[config.mk]
export PLATFORM = sky130hd
export DESIGN_NAME = note_word_sequencer_flat
export DESIGN_NICKNAME = d
export VERILOG_FILES = /design/src/rtl/note_word_sequencer_if.sv /design/src/rtl/note_word_sequencer.sv /design/src/flat_wrapper.sv
export SDC_FILE = /design/constraint.sdc
export NUM_CORES = 1
export LEC_CHECK = 0
export ABC_CLOCK_PERIOD_IN_PS = 5350
export CELL_PAD_IN_SITES_DETAIL_PLACEMENT = 1
export CELL_PAD_IN_SITES_GLOBAL_PLACEMENT = 2
export CORE_MARGIN = 4
export CORE_UTILIZATION = 43
export DETAILED_ROUTE_END_ITERATION = 8
export GPL_TIMING_DRIVEN = 0
export PLACE_DENSITY_LB_ADDON = 0.1
export SYNTH_ARGS = -nofsm -noshare
export SYNTH_HDL_FRONTEND = slang
export SYNTH_SLANG_ARGS = --single-unit
[constraint.sdc]
create_clock -name clk -period 5.35 [get_ports clk]
set_input_delay 0.8025 -clock clk [delete_from_list [all_inputs] [get_ports clk]]
set_output_delay 0.8025 -clock clk [all_outputs]
set_load 0.05 [all_outputs]
[src/rtl/note_word_sequencer_if.sv]
// Key-side and classifier-side signals of the note word sequencer.
// The sequencer attaches through slave; the key/classifier side attaches through master.
interface note_word_sequencer_if #(
    parameter int DEPTH = 8
);
    localparam int LW = $clog2(DEPTH) + 1;

    logic          in_valid;
    logic          in_tom;
    logic [2:0]    in_nota;
    logic          in_ready;
    logic          Ready;
    logic          Tom;
    logic [2:0]    Nota;
    logic          End;
    logic [LW-1:0] word_len;
    logic          overflow;
    logic          err;

    modport master (
        output in_valid, in_tom, in_nota, End,
        input  in_ready, Ready, Tom, Nota, word_len, overflow, err
    );

    modport slave (
        input  in_valid, in_tom, in_nota, End,
        output in_ready, Ready, Tom, Nota, word_len, overflow, err
    );
endinterface

[src/rtl/note_word_sequencer.sv]
// Buffers one word of {Tom, Nota} keys, then replays it to the classifier one note
// per clock followed by a held 3'b000 terminator until End (or a timeout) is seen.
module note_word_sequencer #(
    parameter int DEPTH   = 8,
    parameter int TIMEOUT = 16
) (
    input  logic                  clk,
    input  logic                  Reset,
    note_word_sequencer_if.slave  bus,
    output logic [1:0]            state_dbg
);
    localparam int AW = $clog2(DEPTH);
    localparam int LW = AW + 1;
    localparam int TW = $clog2(TIMEOUT + 1);

    typedef enum logic [1:0] {
        COLLECT = 2'd0,
        PLAY    = 2'd1,
        TERM    = 2'd2
    } state_t;

    state_t        state;
    logic [3:0]    buffer [DEPTH];
    logic [AW-1:0] wr_ptr;
    logic [LW-1:0] rd_ptr;
    logic [TW-1:0] tcount;
    logic          accept;
    logic          write_en;

    // Handshake: a key transfers on any rising edge where in_valid and in_ready are
    // both high; in_ready is high only while collecting. Ready has no back-pressure:
    // the classifier must take one note per cycle while Ready is high.
    assign accept    = bus.in_valid & bus.in_ready;
    assign write_en  = accept && (bus.in_nota != 3'b000) && (bus.word_len < LW'(DEPTH));
    assign state_dbg = state;

    always_ff @(posedge clk) begin
        if (write_en) begin
            buffer[wr_ptr] <= {bus.in_tom, bus.in_nota};
        end
    end

    always_ff @(posedge clk or posedge Reset) begin
        if (Reset) begin
            state        <= COLLECT;
            wr_ptr       <= '0;
            rd_ptr       <= '0;
            tcount       <= '0;
            bus.word_len <= '0;
            bus.in_ready <= 1'b1;
            bus.Ready    <= 1'b0;
            bus.Tom      <= 1'b0;
            bus.Nota     <= 3'b000;
            bus.overflow <= 1'b0;
            bus.err      <= 1'b0;
        end else begin
            bus.err <= 1'b0;
            case (state)
                COLLECT: begin
                    if (accept) begin
                        if (bus.in_nota != 3'b000) begin
                            if (bus.word_len < LW'(DEPTH)) begin
                                wr_ptr       <= wr_ptr + 1'b1;
                                bus.word_len <= bus.word_len + 1'b1;
                            end else begin
                                bus.overflow <= 1'b1;
                            end
                        end else if (bus.word_len != '0) begin
                            // Note 0 goes out on this edge so replay starts the next cycle.
                            state                <= PLAY;
                            bus.in_ready         <= 1'b0;
                            bus.Ready            <= 1'b1;
                            {bus.Tom, bus.Nota}  <= buffer[0];
                            rd_ptr               <= LW'(1);
                        end
                    end
                end
                PLAY: begin
                    if (rd_ptr == bus.word_len) begin
                        state    <= TERM;
                        bus.Tom  <= 1'b0;
                        bus.Nota <= 3'b000;
                        tcount   <= '0;
                    end else begin
                        {bus.Tom, bus.Nota} <= buffer[rd_ptr[AW-1:0]];
                        rd_ptr              <= rd_ptr + 1'b1;
                    end
                end
                TERM: begin
                    if (bus.End || (tcount == TW'(TIMEOUT - 1))) begin
                        bus.err      <= ~bus.End;
                        state        <= COLLECT;
                        bus.in_ready <= 1'b1;
                        bus.Ready    <= 1'b0;
                        bus.Tom      <= 1'b0;
                        bus.Nota     <= 3'b000;
                        wr_ptr       <= '0;
                        rd_ptr       <= '0;
                        bus.word_len <= '0;
                        bus.overflow <= 1'b0;
                    end else begin
                        tcount <= tcount + 1'b1;
                    end
                end
                default: begin
                    state <= COLLECT;
                end
            endcase
        end
    end
endmodule

[src/flat_wrapper.sv]
// flat-port wrapper written by rule: the top's interface ports become plain ports
module note_word_sequencer_flat 
#(
    parameter int DEPTH   = 8,
    parameter int TIMEOUT = 16
)
  (clk, Reset, state_dbg, bus_in_valid, bus_in_tom, bus_in_nota, bus_End, bus_in_ready, bus_Ready, bus_Tom, bus_Nota, bus_word_len, bus_overflow, bus_err);
  note_word_sequencer_if #(.DEPTH(DEPTH)) bus_i ();
  input  logic clk;
  input  logic Reset;
  output logic [1:0] state_dbg;
  input wire logic [$bits(bus_i.in_valid)-1:0] bus_in_valid;
  input wire logic [$bits(bus_i.in_tom)-1:0] bus_in_tom;
  input wire logic [$bits(bus_i.in_nota)-1:0] bus_in_nota;
  input wire logic [$bits(bus_i.End)-1:0] bus_End;
  output wire logic [$bits(bus_i.in_ready)-1:0] bus_in_ready;
  output wire logic [$bits(bus_i.Ready)-1:0] bus_Ready;
  output wire logic [$bits(bus_i.Tom)-1:0] bus_Tom;
  output wire logic [$bits(bus_i.Nota)-1:0] bus_Nota;
  output wire logic [$bits(bus_i.word_len)-1:0] bus_word_len;
  output wire logic [$bits(bus_i.overflow)-1:0] bus_overflow;
  output wire logic [$bits(bus_i.err)-1:0] bus_err;
  assign bus_i.in_valid = bus_in_valid;
  assign bus_i.in_tom = bus_in_tom;
  assign bus_i.in_nota = bus_in_nota;
  assign bus_i.End = bus_End;
  assign bus_in_ready = bus_i.in_ready;
  assign bus_Ready = bus_i.Ready;
  assign bus_Tom = bus_i.Tom;
  assign bus_Nota = bus_i.Nota;
  assign bus_word_len = bus_i.word_len;
  assign bus_overflow = bus_i.overflow;
  assign bus_err = bus_i.err;
  note_word_sequencer #(.DEPTH(DEPTH), .TIMEOUT(TIMEOUT)) u_core (.clk(clk), .Reset(Reset), .bus(bus_i), .state_dbg(state_dbg));
endmodule
==> impl_metrics.yaml <==
placement:
  dpl.hpwl_mm: 4.69
  numPortBuffers: 21
  place_congestion: 0.736
  place_ws_ps: 2440
yosys:
  ys.flop_type: "edfxtp_1"
  synth_common_cells: "32 x edfxtp_1, 25 x dfrtp_1, 16 x o21ai_0"
  synth_nets: 240
  synth_top_area_share: 0.337
  synth_seq_area_share: 0.565
  async_reset_ff_frac: 0.448
  yosysWarnings: 0
  ys_ff_latch: 58
  synth_cell_types: 48
  yosysMostFrequentCell: "edfxtp_1"
  synth.cell_area_um2: 2850
  synthCells: 221
  synth-edff-count: 32
  syn_avg_cell_area_um2: 12.9
  yosys.area.top_type: "edfxtp_1"
  synth_area_leaders: "edfxtp_1 34%, dfrtp_1 22%, mux4_2 6.3%, ha_1 4.8%, mux2i_1 2.8%"
drt:
  viasPerCell: 5.59
  routed_wl_mm: 6.57
  firstDrtPassIters: 4
  drcViolationCount: 0
  detail-route-antenna-nets: 0
  via_count: 1873
  drt_iter0_markers: 88
  wire_per_inst_um: 19.6
finish:
  nets: 272
  drive_above_1_share: 0.143
  diodes: 0
  area_growth_pct: 18.9
timing:
  setup_violations: 0
  fin_crit_ps: 2670
  tns_ps: 0
  maxSlewViolCount: 0
  fin_hold_ws_ps: 465
  slew_headroom: 0.276
  setup_ws_ps: 2680
  fin_crit_sh: 0.498
  worst_pin_slew_ps: 1080
  clock_skew_ps: 9.34
  hold_viol: 0
  fmax_ghz: 0.375
  rsz0062_at_grt: "false"
critical_path:
  cp_max_fo: 10
  start_kind: "register"
  crit_path_end_kind: "register"
  worstPathRequired_ps: 5570
  path_cells: "ha_1 -> and3_1 -> ha_1 -> nor3b_1 -> a21oi_2 -> nand3_2 -> mux2_1"
  worstPathArrival_ps: 2890
  path_class: "reg2reg"
  slowest_stage: "nor3b_1"
  critPathMaxStageDelay_ps: 740
  crit_top_cell: "ha_1"
clock_tree:
  clock_latency_ps: 340
  clkSinkCount: 58
  postCtsSetupBuffers: 0
  htreeDepth: 3
  cts_resized: 0
  hold_buffers: 0
  clk_path_buf_depth: 2
  clk_pin_slew_worst_paths_ps: 70
  cts_tree: "yes"
  numCtsBuffers: 9
  cts-root-buf: "clkbuf_8"
floorplan:
  start_util: 0.447
  coreArea_um2: 6390
  die_area_um2: 8000
  die_h_um: 89.5
  rows: 29
  num_io_pins: 22
  die_w_um: 89.5
power_and_ir_drop:
  power_density_nw_per_um2: 288
  p_total_w: 0.000976
  p_leak_nw: 1.30
  ir_drop_mv: 0.168
global_route:
  grt_start_max_net_pins: 27
  overflow: 0
  grt_pass1_vias: 1995
  grt_usage: 0.186
  grt_pass1_wl_mm: 10.9
  antenna_found_initial: 0
run:
  maxCapViolations: 0
hold_path:
  hold_path.class: "reg2reg"
status:
  status: "finished, final reports clean"
==> sequential cells by signal (all words and copies together), names as in the netlist <==
register / count
u_core.bus.Ready: 1
u_core.bus.Nota: 3
u_core.rd_ptr: 4
u_core.wr_ptr: 3
u_core.state_dbg: 2
u_core.bus.overflow: 1
u_core.bus.word_len: 4
u_core.tcount: 5
u_core.bus.err: 1
u_core.bus.Tom: 1
u_core.buffer: 32
u_core.bus.in_ready: 1
==> stage by stage <==
stage               instance area, um^2  instances   util
floorplan                          2850        221      -
global placement                   3160        319  0.495
detailed placement                 3160        319  0.495
CTS                                3390        335  0.531
global route                       3390        335  0.531
finish                             3390        335  0.531
==> layout make-up <==
type	instances	area, um^2
buffer	8	48.8
tap	77	96.3
clock inverter	5	103
inverter	13	48.8
clock buffer	11	131
timing repair buffer	21	210
fill	669	2990
sequential	58	1610
multi-input combinational	142	1140
==> kinds of logic (layout without fill, tap and decap cells) <==
group / Yosys count / after routing / share of synthesized area
compound gates: 42 / 42 / 0.105
fa+ha+maj: 11 / 11 / 0.0482
xor+xnor: 4 / 4 / 0.0123
flops: 58 / 58 / 0.565
mux: 22 / 22 / 0.115
buf+inv: 21 / 58 / 0.0342
simple gates: 63 / 63 / 0.120
==> where the power goes <==
| part | internal, W | switching [W] |
|---|---|---|
| combinational | 0.00000619 | 0.0000107 |
| sequential | 0.000472 | 0 |
| clock | 0.000309 | 0.000178 |
| total | 0.000787 | 0.000189 |
==> routing by layer <==
| layer | vias to the layer above | track usage | routed length (um) |
|---|---|---|---|
| li1 | 900 | - | - |
| met1 | 938 | 0.264 | 3250 |
| met2 | 28 | 0.283 | 3050 |
| met3 | 7 | 0.0415 | 169 |
| met4 | 0 | 0.0650 | 104 |
| met5 | - | 0 | 0 |
==> worst max-delay path, delay by kind of cell, from the launching register on <==
family | cells | cell delay (ps)
AND/OR/NAND/NOR | 3 | 1120
adder cells (fa/ha/maj) | 2 | 470
flip-flops | 1 | 400
multiplexers | 1 | 320
AO/OA/AOI/OAI | 1 | 250
==> worst paths after layout <==
kind	from	end	slack [ps]	cells after the start
min in group asynchronous	Reset	u_core.rd_ptr[1]	1040	2
min reg2reg	u_core.tcount[3]	u_core.tcount[3]	470	1
max reg2reg	u_core.tcount[0]	u_core.state_dbg[0]	2680	7
max in group asynchronous	Reset	u_core.bus.word_len[1]	3650	2
min	u_core.tcount[3]	u_core.tcount[3]	470	1
max	u_core.tcount[0]	u_core.state_dbg[0]	2680	7
==> layout by cell type (no fill, tap or decap), types with 2 or more instances in the layout <==
cell type	n
o31ai_1	6
nand2_1	12
clkdlybuf4s50_1	21
nor2_1	13
buf_6	2
dfrtp_1	25
nand4_1	6
nor3_1	4
a2bb2oi_1	2
clkbuf_1	5
o2bb2ai_1	2
ha_1	11
mux4_2	8
o211ai_1	3
mux2i_1	8
and3_1	4
edfxtp_1	32
nor3b_1	3
inv_1	11
clkinv_1	3
clkbuf_8	9
mux2_1	3
xnor2_1	4
buf_2	3
o21ai_0	16
bufinv_16	3
nand2b_1	3
a31oi_1	2
nand3_1	9
mux2_2	3
(Power assumes the default switching activity.)
